### src/rtl/mem_port_arbiter.sv
// Two-requester arbiter for a single memory port: instruction fetch vs data load/store.
// Define MEM_ARB_ROUND_ROBIN_EN for alternating priority; otherwise data wins conflicts.
module mem_port_arbiter #(
   parameter int ADDR_WIDTH = 32,
   parameter int DATA_WIDTH = 32,
   parameter int BE_WIDTH   = DATA_WIDTH / 8
) (
   input  logic                  clk,
   input  logic                  rst,
   input  logic                  i_read,
   input  logic [ADDR_WIDTH-1:0] i_address,
   output logic [DATA_WIDTH-1:0] i_rdata,
   output logic                  i_resp,
   input  logic                  d_read,
   input  logic                  d_write,
   input  logic [BE_WIDTH-1:0]   d_byte_enable,
   input  logic [ADDR_WIDTH-1:0] d_address,
   input  logic [DATA_WIDTH-1:0] d_wdata,
   output logic [DATA_WIDTH-1:0] d_rdata,
   output logic                  d_resp,
   output logic                  mem_read,
   output logic                  mem_write,
   output logic [BE_WIDTH-1:0]   mem_byte_enable,
   output logic [ADDR_WIDTH-1:0] mem_address,
   output logic [DATA_WIDTH-1:0] mem_wdata,
   input  logic [DATA_WIDTH-1:0] mem_rdata,
   input  logic                  mem_resp
);

   typedef enum logic [1:0] {
      IDLE    = 2'b00,
      SERVE_I = 2'b01,
      SERVE_D = 2'b10
   } state_t;

   state_t                state_q, state_d;
   logic                  mem_read_q, mem_read_d;
   logic                  mem_write_q, mem_write_d;
   logic [ADDR_WIDTH-1:0] addr_q, addr_d;
   logic [DATA_WIDTH-1:0] wdata_q, wdata_d;
   logic [BE_WIDTH-1:0]   be_q, be_d;
   logic                  i_req_s, d_req_s, grant_i_s, grant_d_s;

`ifdef MEM_ARB_ROUND_ROBIN_EN
   // prio_q = 1 means the data side wins the next conflict
   logic                  prio_q, prio_d;
`endif

   always_comb begin
      i_req_s = i_read;
      d_req_s = d_read | d_write;
`ifdef MEM_ARB_ROUND_ROBIN_EN
      if (i_req_s && d_req_s) begin
         grant_d_s = prio_q;
         grant_i_s = ~prio_q;
      end else begin
         grant_d_s = d_req_s;
         grant_i_s = i_req_s;
      end
`else
      grant_d_s = d_req_s;
      grant_i_s = i_req_s & ~d_req_s;
`endif
   end

   always_comb begin
      state_d     = state_q;
      mem_read_d  = mem_read_q;
      mem_write_d = mem_write_q;
      addr_d      = addr_q;
      wdata_d     = wdata_q;
      be_d        = be_q;
`ifdef MEM_ARB_ROUND_ROBIN_EN
      prio_d      = prio_q;
`endif
      case (state_q)
         IDLE: begin
            // both read and write high is treated as a write
            if (grant_d_s) begin
               state_d     = SERVE_D;
               mem_read_d  = ~d_write;
               mem_write_d = d_write;
               addr_d      = d_address;
               wdata_d     = d_wdata;
               be_d        = d_byte_enable;
            end else if (grant_i_s) begin
               state_d     = SERVE_I;
               mem_read_d  = 1'b1;
               mem_write_d = 1'b0;
               addr_d      = i_address;
               wdata_d     = {DATA_WIDTH{1'b0}};
               be_d        = {BE_WIDTH{1'b1}};
            end else begin
               state_d     = IDLE;
            end
         end
         SERVE_I, SERVE_D: begin
            if (mem_resp) begin
               state_d     = IDLE;
               mem_read_d  = 1'b0;
               mem_write_d = 1'b0;
`ifdef MEM_ARB_ROUND_ROBIN_EN
               prio_d      = (state_q == SERVE_I);
`endif
            end else begin
               state_d     = state_q;
            end
         end
         default: begin
            state_d     = IDLE;
            mem_read_d  = 1'b0;
            mem_write_d = 1'b0;
         end
      endcase
   end

   always_ff @(posedge clk) begin
      if (rst) begin
         state_q     <= IDLE;
         mem_read_q  <= 1'b0;
         mem_write_q <= 1'b0;
         addr_q      <= {ADDR_WIDTH{1'b0}};
         wdata_q     <= {DATA_WIDTH{1'b0}};
         be_q        <= {BE_WIDTH{1'b0}};
`ifdef MEM_ARB_ROUND_ROBIN_EN
         prio_q      <= 1'b1;
`endif
      end else begin
         state_q     <= state_d;
         mem_read_q  <= mem_read_d;
         mem_write_q <= mem_write_d;
         addr_q      <= addr_d;
         wdata_q     <= wdata_d;
         be_q        <= be_d;
`ifdef MEM_ARB_ROUND_ROBIN_EN
         prio_q      <= prio_d;
`endif
      end
   end

   // responses follow mem_resp in the same cycle, only to the owner
   assign i_resp          = mem_resp & (state_q == SERVE_I);
   assign d_resp          = mem_resp & (state_q == SERVE_D);
   assign i_rdata         = mem_rdata;
   assign d_rdata         = mem_rdata;
   assign mem_read        = mem_read_q;
   assign mem_write       = mem_write_q;
   assign mem_address     = addr_q;
   assign mem_wdata       = wdata_q;
   assign mem_byte_enable = be_q;

endmodule

### config.mk
export PLATFORM = sky130hd
export DESIGN_NAME = mem_port_arbiter
export DESIGN_NICKNAME = d
export VERILOG_FILES = /design/src/rtl/mem_port_arbiter.sv
export SDC_FILE = /design/constraint.sdc
export NUM_CORES = 1
export LEC_CHECK = 0
export CORE_ASPECT_RATIO = 0.75
export CORE_UTILIZATION = 33
export CTS_CLUSTER_DIAMETER = 200
export CTS_CLUSTER_SIZE = 40
export DETAILED_ROUTE_END_ITERATION = 16
export GPL_ROUTABILITY_DRIVEN = 0
export HOLD_SLACK_MARGIN = 0.05
export PLACE_DENSITY = 0.92
export SYNTH_ARGS = -nofsm -noshare
export SYNTH_HDL_FRONTEND = slang
export SYNTH_SLANG_ARGS = --single-unit
### constraint.sdc
create_clock -name clk -period 2 [get_ports clk]
set_input_delay 0.4 -clock clk [delete_from_list [all_inputs] [get_ports clk]]
set_output_delay 0.4 -clock clk [all_outputs]
set_load 0.03 [all_outputs]
# Word-level counts from Yosys, hierarchy flattened
# Index checks and enable logic that the tools add are counted.
[word_totals]
register_bits = 72
input_bits = 138
output_inout_bits = 136
wordCells = 38
[classes]
eq_ne = 4
mux = 17
bitwise = 6
n_reduce_logical = 5
[ops]
columns = ["op", "count"]
rows = [
  ["two-way mux 32 bit", 4],
  ["two-way mux 4 bit", 2],
  ["two-way mux 1 bit", 6],
  ["two-way mux 2 bit", 2],
  ["case mux 1 bit (2 select lines)", 2],
  ["case mux 2 bit (2 select lines)", 1],
  ["AND reduction 2 bit", 2],
  ["AND 1 bit", 3],
  ["inequality test 3 bit, second input constant", 1],
  ["equality test 2 x 1 -> 1 bit, second input constant", 1],
  ["equality test 2 bit, second input constant", 1],
  ["zero test 2 bit", 1],
  ["inequality test 2 bit, second input constant", 1],
  ["inverter 1 bit", 2],
  ["nonzero test 2 bit", 1],
  ["OR reduction 2 bit", 1],
  ["OR 1 bit", 1],
]

# Longest topological paths before layout
# Gate-level depths: netlist of the first run.
[logic_depth]
ltp_word = 6
depth_mapped = 7
depth_no_buf = 5

# Worst setup path after synthesis of the first run
# No wires, ideal clock.
[synth_timing]
path_kind = "input port to flip-flop"
from = "input d_read"
to = "register addr_q[0] (netlist: mem_address[0])"
setup_ps = 89
arrival_ps = 1355
t_required_ps = 1911
slack_ps = 556
path_stages = 6
n_path_buf = 4
cell_sequence = "buf_6 -> o31a_1 -> buf_6 -> buf_6 -> buf_6 -> a311oi_2"
[synth_via]
elab_chain_cells = 5
elab_cells_between_ends = 6
cone_classes = "1 x mux; 3 x bitwise; 2 x reduce/logical"
[synth_lines]
columns = ["item", "line_no", "text"]
rows = [
  ["start: declaration", "14", "input logic d_read,"],
  ["OR 1 bit *", "51", "d_req_s = d_read | d_write;"],
  ["inverter 1 bit", "62", "grant_i_s = i_req_s & ~d_req_s;"],
  ["AND 1 bit", "62", ""],
  ["nonzero test 2 bit (no line)", "n/a", ""],
  ["AND reduction 2 bit (no line)", "n/a", ""],
  ["end signal: assignment", "122", "addr_q <= {ADDR_WIDTH{1'b0}};"],
  ["end signal: assignment", "132", "addr_q <= addr_d;"],
  ["end: declaration", "39", "logic [ADDR_WIDTH-1:0] addr_q, addr_d;"],
]
# Mark *: on every way between the ends. The rest lies on a longest branch, timed or not.
# A chain may end at the register's enable or synchronous reset.

# Worst setup path in the final report of the first run
[layout_timing]
from = "register addr_q[6] (netlist: mem_address[6])"
to = "output mem_address[6]"
[layout_lines]
columns = ["item", "line_no", "text"]
rows = [
  ["end: declaration", "24", "output logic [ADDR_WIDTH-1:0] mem_address,"],
]
# No word-level cell between the ends.

==> results of run 1 <==
power breakdown:
| part | switching, W | internal, W | leakage (nW) |
|---|---|---|---|
| registers | 0.0000849 | 0.00159 | 0.597 |
| clock network | 0.000674 | 0.000862 | 0.131 |
| logic | 0.000686 | 0.000627 | 1.16 |
worst min-delay path by stage:
stage	startpoint	to	slack [ns]
after floorplan	state_q[0]	state_q[0]	0.45
after global placement	mem_wdata[30]	mem_wdata[30]	0.46
after detailed placement	mem_wdata[21]	mem_wdata[21]	0.45
after CTS	mem_wdata[21]	mem_wdata[21]	0.48
after global routing	mem_wdata[21]	mem_wdata[21]	0.49
final	mem_wdata[21]	mem_wdata[21]	0.47
state kept, by name, summed over array words and instances (netlist names):
register and flops:
mem_address 32, mem_wdata 32, mem_byte_enable 4, state_q 2, mem_read 1, mem_write 1
cell families after synthesis:
family                     count (synthesis)  synth area share
buffers and inverters                     97             0.193
muxes                                      1           0.00330
and+or+nand+nor                           90             0.110
adders and majority gates                  3            0.0110
AOI/OAI and AO/OA                        103             0.260
DFF                                       72             0.423
per-stage QoR:
stage,util,power [W],setup WS [ns],cells,setup TNS [ns]
after global routing,0.520,0.00474,0.157,611,0
after detailed placement,0.491,0.00302,-0.407,595,-12.97
after floorplan,-,0.00265,0.556,366,0
after CTS,0.520,0.00458,0.206,611,0
after global placement,0.491,0.00298,-0.273,595,-8.70
final,0.520,0.00453,0.232,611,0
final cells by class:
class / count / area share
Tap cell: 132 / 0.0322
Timing Repair Buffer: 191 / 0.371
Sequential cell: 72 / 0.281
Clock inverter: 7 / 0.0117
Multi-Input combinational cell: 197 / 0.257
Clock buffer: 9 / 0.0439
Inverter: 3 / 0.00220
layer usage:
metal	share of wire	vias to the layer above	global-route usage	wire length (um)
met1	0.44	1466	0.210	4320
met3	0.057	15	0.0457	570
li1	-	1445	-	-
met2	0.50	128	0.327	4910
met4	0.012	0	0.0604	118
met5	0	-	0	0
cell usage after synthesis (2+ instances only):
master	instances
a21oi_1	4
a22o_1	32
a311oi_1	12
a311oi_2	20
and2_1	2
buf_2	13
buf_4	64
buf_6	5
clkbuf_1	12
dfxtp_1	72
ha_1	3
inv_1	3
nand2_1	33
nor2_1	42
nor3_1	5
o21ai_0	33
==> run_results.csv, run 1 <==
group,metric,value,unit
timing,fmaxAchievable,566,MHz
die,initial_utilization,0.346,
yosys,postSynthAreaPerCell,9.32,um2
route,drt_pass1_iterations,5,
die,num_io_pins,274,
critical_path,endpoint_kind,"primary output",
route,drtIter0Drc,243,
yosys,synth-async-reset-ratio,0,
cells_and_area,multi_input_area,0.00132,mm2
die,die_x,119,um
die,core-area,0.00985,mm2
timing,slew_headroom,0.509,
die,num_rows,31,
hold_path,hp-class,"register to register",
clock_network,clkTransAtPathRegs,0.06,ns
yosys,synth_edf_count,0,
critical_path,startpoint,"mem_address[6]",
clock_network,cts-resized-gates,1,
place,io_buffers,177,
cells_and_area,regArea,0.00144,mm2
die,dieArea,0.0108,mm2
yosys,yosysTopAreaCell,"dfxtp_1",
critical_path,worstSetupPathType,"register to primary output",
power,power.density,883,mW/mm2
critical_path,cp-start-kind,"register",
power,ir_worst_vdd,0.472,mV
timing,finalMaxSlewViolations,0,
critical_path,path_depth,1,
grt,track_usage,0.182,
cells_and_area,drive_above_1_share,0.123,
critical_path,critical_path_buf_inv_count,1,
critical_path,cpPeakStageDelay,0.69,ns
yosys,ys_seq_elements,72,
place,placed_cell_area,0.00484,mm2
yosys,netlist_instances,366,
die,die-height,90.0,um
route,drc,0,
yosys,synth_seq_area_share,0.423,
grt,grt_start_max_net_pins,46,
cells_and_area,antennaDiodeCount,0,
critical_path,r2r_start,"state_q[0]",
yosys,yosysWarnings,0,
grt,grt_pass1_wl,15700,um
timing,period_share,0.884,
timing,worst_pin_slew,0.735,ns
route,viasPerCell,5.00,
yosys,yosys.area.top_type_share,0.423,
cells_and_area,n_fill_cell,857,
route,postRouteAntennaNets,0,
clock_network,numCtsBuffers,9,
clock_network,cts.sinks,72,
critical_path,critPathArrivalTime,1.37,ns
critical_path,timing.rr.end,"mem_address[17]",
yosys,ys.flop_type,"dfxtp_1",
timing,finClkSkew,0.00870,ns
clock_network,ctsHoldBuffers,0,
critical_path,critPathTopFamily,"buffers and inverters",
power,leakage,1.89,nW
clock_network,post_cts_buffers,0,
yosys,ys_types,27,
route,routed_wl,9920,um
cells_and_area,layout_commonest_cell,"clkdlybuf4s50_1",
yosys,syn-num-nets,507,
critical_path,ff2ff_path_depth,6,
timing,setup_viol,0,
timing,fin_crit,1.77,ns
clock_network,htreeDepth,3,
timing,finalHoldViolCount,0,
timing,hold_slack,0.472,ns
grt,antenna_found_initial,0,
cells_and_area,final_nets,615,
grt,grt_pass1_vias,3167,
critical_path,cp-endpoint,"mem_address[6]",
grt,overflow,0,
clock_network,cts_tree,"yes",
route,route.detailed.wl_per_inst,16.2,um
critical_path,critPathSlowestCell,"clkdlybuf4s50_1",
clock_network,clk_path_buf_depth,2,
critical_path,worstPathRequired,1.60,ns
cells_and_area,fin_area,0.00513,mm2
run_status,outcome,"finished clean",
place,dp_hpwl,7070,um
clock_network,clk_latency,0.32,ns
critical_path,reg2reg_slack,0.30,ns
cells_and_area,syn_to_final_growth,50.3,%
cells_and_area,final_cell_mix,"clkdlybuf4s50_1, dfxtp_1, nor2_1",
yosys,ys_top_cells_by_area,"dfxtp_1, buf_4, a311oi_2",
critical_path,cp_cell_sequence,"clkdlybuf4s50_1",
route,vias,3054,
critical_path,cp_max_fo,2,
clock_network,clockRootBuffer,"clkbuf_16",
yosys,syn-cell-area,0.00341,mm2
flow_run,drv_cap,0,
timing,rsz0062_at_grt,"false",
hold_path,hold_depth,1,
Note: power is estimated with default switching activity, not from simulation.
==> inputs of run 2 (changes only) <==
Settings changed: MAX_ROUTING_LAYER set to met4.
==> run 2 against run 1 <==
Clock skew is essentially flat. Flip-flop and latch count unchanged. Register-to-register slack is essentially flat. Combinational power barely moved. Via count is 0.98% lower. Wire length barely moved. Non-clock buffer count is the same. Utilization stayed put. Worst setup slack got worse by 0.0013 ns. Sequential power about the same. Worst hold slack worse by 0.0014 ns. Clock-buffer cell count unchanged. Largest cell class unchanged. Highest routed layer unchanged.
==> run_results.csv, run 2 (synthesis gave the netlist of run 1 again) <==
group,metric,value,unit
timing,fmaxAchievable,565,MHz
timing,period_share,0.884,
place,dp_hpwl,7070,um
die,die-height,90.0,um
power,pwr-share-comb,0.290,
power,p_int,0.00308,W
cells_and_area,regArea,0.00144,mm2
cells_and_area,layout_commonest_cell,"clkdlybuf4s50_1",
cells_and_area,n_fill_cell,857,
timing,hold_slack,0.471,ns
timing,fin_tns_setup,0,ns
clock_network,clk_path_buf_depth,2,
power,p_sw,0.00145,W
timing,slew_headroom,0.514,
route,wl_met1,4330,um
route,route.met3.wl,503,um
place,dp.cells,595,
route,vias,3024,
die,num_io_pins,274,
grt,overflow,0,
clock_network,cts.sinks,72,
cells_and_area,multi_input_area,0.00132,mm2
grt,antenna_found_initial,0,
route,routed.top_layer,"met4",
critical_path,critPathSlowestCell,"clkdlybuf4s50_1",
power,power.share.switching,0.320,
cells_and_area,final_nets,615,
clock_network,post_cts_buffers,0,
clock_network,clk_latency,0.32,ns
route,routed_wl,9920,um
critical_path,cp_cell_sequence,"clkdlybuf4s50_1",
place,io_buffers,177,
timing,rsz0062_at_grt,"false",
die,core-area,0.00985,mm2
hold_path,hp-start,"mem_wdata[21]",
critical_path,cpPeakStageDelay,0.69,ns
critical_path,critPathArrivalTime,1.37,ns
timing,fin_crit,1.77,ns
timing,finClkSkew,0.00842,ns
grt,grt_pass1_wl,15700,um
clock_network,htreeDepth,3,
cells_and_area,syn_to_final_growth,50.3,%
critical_path,endpoint_kind,"primary output",
cells_and_area,drive_above_1_share,0.123,
timing,setup_viol,0,
grt,track_usage,0.187,
route,drtIter0Drc,225,
critical_path,worstPathRequired,1.60,ns
critical_path,critPathTopFamily,"buffers and inverters",
route,drt_pass1_iterations,4,
route,drc,0,
clock_network,clkTransAtPathRegs,0.06,ns
clock_network,clockRootBuffer,"clkbuf_16",
critical_path,cp_max_fo,2,
critical_path,worstSetupPathType,"register to primary output",
die,num_rows,31,
clock_network,numCtsBuffers,9,
die,die_x,119,um
route,postRouteAntennaNets,0,
die,initial_utilization,0.346,
timing,finalMaxSlewViolations,0,
power,ir_worst_vdd,0.473,mV
grt,grt_start_max_net_pins,46,
flow_run,drv_cap,0,
critical_path,cp-start-kind,"register",
grt,grt_pass1_vias,3165,
hold_path,hp-class,"register to register",
power,p_seq_frac,0.370,
cells_and_area,fin_util,0.520,
power,pwr-share-clk,0.340,
route,viasPerCell,4.95,
power,power.density,883,mW/mm2
timing,finalHoldViolCount,0,
power,leakage,1.89,nW
route,wl_met2,4960,um
critical_path,startpoint,"mem_address[6]",
power,power,0.00453,W
cells_and_area,instances_no_fill,611,
route,route.detailed.wl_per_inst,16.2,um
critical_path,critical_path_buf_inv_count,1,
cells_and_area,final_cell_mix,"clkdlybuf4s50_1, dfxtp_1, nor2_1",
die,dieArea,0.0108,mm2
cells_and_area,antennaDiodeCount,0,
timing,worst_pin_slew,0.727,ns
run_status,outcome,"finished clean",
clock_network,cts_tree,"yes",
critical_path,r2r_start,"state_q[0]",
[run 2: cell counts in the layout (fill, tap and decap cells not counted)]
No cell type changed its count.
[run 2: timing repair]
item                                    4_1_cts  5_1_grt
resized for setup                             1        0
endpoints found under the setup margin       32        0
hold buffers                                  0        0
hold endpoints to repair                      0        0
[run 2: worst paths after layout]
check | end | slack, ns | depth (start not counted)
max reg2reg | mem_address[17] | 0.30 | 6
min | mem_wdata[21] | 0.47 | 1
max | mem_address[6] | 0.23 | 1
min reg2reg | mem_wdata[21] | 0.47 | 1
[run 2: per-layer routing]
layer  global-route usage  vias to the layer above
met1                0.211                     1446
met3               0.0425                       15
li1                     -                     1443
met4               0.0604                        0
met5                    -                        -
met2                0.328                      120
[run 2: power groups by stage]
| stage | Combinational [W] | Sequential [W] | Clock [W] |
|---|---|---|---|
| after global placement | 0.00128 | 0.00170 | 0 |
| after floorplan | 0.000652 | 0.00200 | 0 |
| after detailed placement | 0.00132 | 0.00171 | 0 |
| final | 0.00131 | 0.00168 | 0.00154 |
| after CTS | 0.00132 | 0.00168 | 0.00158 |
| after global routing | 0.00139 | 0.00170 | 0.00165 |
[run 2: area by class of cell]
class,instances,share of cell area
Clock inverter,7,0.0117
Clock buffer,9,0.0439
Timing Repair Buffer,191,0.371
Sequential cell,72,0.281
Inverter,3,0.00220
Tap cell,132,0.0322
Multi-Input combinational cell,197,0.257
[run 2: metrics by stage]
step	setup WS (ns)	cell area, um2
floorplan	0.556	3410
global placement	-0.273	4840
detailed placement	-0.407	4840
CTS	0.206	5130
global route	0.155	5130
finish	0.231	5130
==> inputs of run 3 (changes only) <==
Settings changed: PLACE_DENSITY 0.92 to 0.81.
==> run 3 against run 2 <==
Wire length decreased by 2.7%. Clock-buffer cell count unchanged. Worst setup slack improved by 0.011 ns. Critical path depth unchanged. Sequential power about the same. Global-route usage decreased by 0.46 points. Final cell count decreased by 0.33%. First-iteration DRC count decreased by 32%. Die area unchanged. Register-to-register slack got worse by 0.03 ns. Flip-flop and latch count unchanged. Final area decreased by 0.27%. Critical endpoint is now mem_wdata[20].
==> run_results.csv, run 3 (synthesis gave the netlist of run 1 again) <==
group,metric,value,unit
cells_and_area,layout_commonest_cell,"clkdlybuf4s50_1",
cells_and_area,antennaDiodeCount,0,
timing,period_share,0.879,
cells_and_area,drive_above_1_share,0.119,
critical_path,cpPeakStageDelay,0.69,ns
timing,fmaxAchievable,569,MHz
grt,antenna_found_initial,0,
die,initial_utilization,0.346,
grt,grt_pass1_wl,15300,um
place,io_buffers,177,
timing,finClkSkew,0.00701,ns
die,dieArea,0.0108,mm2
clock_network,clockRootBuffer,"clkbuf_16",
critical_path,critPathArrivalTime,1.36,ns
cells_and_area,final_cell_mix,"clkdlybuf4s50_1, dfxtp_1, nor2_1",
cells_and_area,fin_area,0.00511,mm2
route,vias,2986,
timing,finalMaxSlewViolations,0,
power,power,0.00451,W
route,route.detailed.wl_per_inst,15.8,um
die,num_io_pins,274,
place,placed_cell_area,0.00482,mm2
clock_network,post_cts_buffers,0,
grt,overflow,0,
critical_path,cp_max_fo,2,
place,dp_hpwl,6850,um
place,dp.cells,593,
cells_and_area,syn_to_final_growth,49.9,%
clock_network,htreeDepth,3,
critical_path,cp-start-kind,"register",
route,drt_pass1_iterations,4,
critical_path,critPathSlowestCell,"clkdlybuf4s50_1",
critical_path,worstSetupPathType,"register to primary output",
timing,setup_viol,0,
run_status,outcome,"finished clean",
power,leakage,1.88,nW
timing,fin_crit,1.76,ns
die,die-height,90.0,um
timing,finalHoldViolCount,0,
clock_network,clk_latency,0.32,ns
clock_network,ctsHoldBuffers,0,
critical_path,critical_path_buf_inv_count,1,
die,core-area,0.00985,mm2
clock_network,cts.sinks,72,
clock_network,cts_tree,"yes",
route,postRouteAntennaNets,0,
grt,grt_pass1_vias,3004,
grt,track_usage,0.183,
critical_path,critPathTopFamily,"buffers and inverters",
die,die_x,119,um
hold_path,hp-class,"register to register",
cells_and_area,fin_util,0.519,
die,num_rows,31,
critical_path,worstPathRequired,1.60,ns
grt,grt_start_max_net_pins,48,
critical_path,cp_cell_sequence,"clkdlybuf4s50_1",
clock_network,numCtsBuffers,9,
route,viasPerCell,4.90,
clock_network,clk_path_buf_depth,2,
route,drtIter0Drc,153,
cells_and_area,final_nets,613,
clock_network,clkTransAtPathRegs,0.06,ns
power,ir_worst_vdd,0.415,mV
route,drc,0,
timing,rsz0062_at_grt,"false",
route,routed_wl,9650,um
power,power.density,881,mW/mm2
cells_and_area,instances_no_fill,609,
critical_path,endpoint_kind,"primary output",
timing,slew_headroom,0.505,
flow_run,drv_cap,0,
timing,worst_pin_slew,0.740,ns
-- run 3: cell types whose count changed in the layout (fill, tap and decap cells not counted), sizes merged --
cell / previous run / this run
inv: 7 / 8
clkinvlp: 3 / 2
buf: 17 / 15
-- run 3: metal layers --
metal	vias to the layer above	global-route usage	wire length [um]
met5	-	-	0
met4	0	0.0583	110
met3	23	0.0400	649
met2	112	0.312	4780
met1	1410	0.213	4110
li1	1441	-	-
-- run 3: worst paths after layout --
check	start	slack (ns)	end	cells after the start
worst min register to register	mem_wdata[1]	0.47	mem_wdata[1]	1
worst max-delay path	mem_wdata[20]	0.24	mem_wdata[20]	1
worst min-delay path	mem_wdata[1]	0.47	mem_wdata[1]	1
worst max register to register	state_q[1]	0.27	mem_address[18]	6
-- run 3: where the power goes --
group          total [W]  switching (W)  internal [W]
sequential       0.00167      0.0000810       0.00159
combinational    0.00131       0.000682      0.000624
clock            0.00153       0.000664      0.000866
-- run 3: final cells by class --
cell class / count / area [um2]
Fill cell: 894 / 4740
Timing Repair Buffer: 189 / 1890
Sequential cell: 72 / 1440
Multi-Input combinational cell: 197 / 1320
Clock buffer: 9 / 225
Tap cell: 132 / 165
Clock inverter: 7 / 61.3
Inverter: 3 / 11.3
-- run 3: timing repair --
item | 4_1_cts | 5_1_grt
setup endpoints to repair | 32 | 0
endpoints found under the hold margin | 0 | 0
gates resized for setup | 1 | 0
-- run 3: per-stage QoR --
step / setup WS [ns] / hold slack, ns / TNS, ns
global route: 0.144 / 0.494 / 0
global placement: -0.306 / 0.457 / -9.64
detailed placement: -0.412 / 0.460 / -12.86
finish: 0.242 / 0.473 / 0
CTS: 0.224 / 0.476 / 0
floorplan: 0.556 / 0.449 / 0
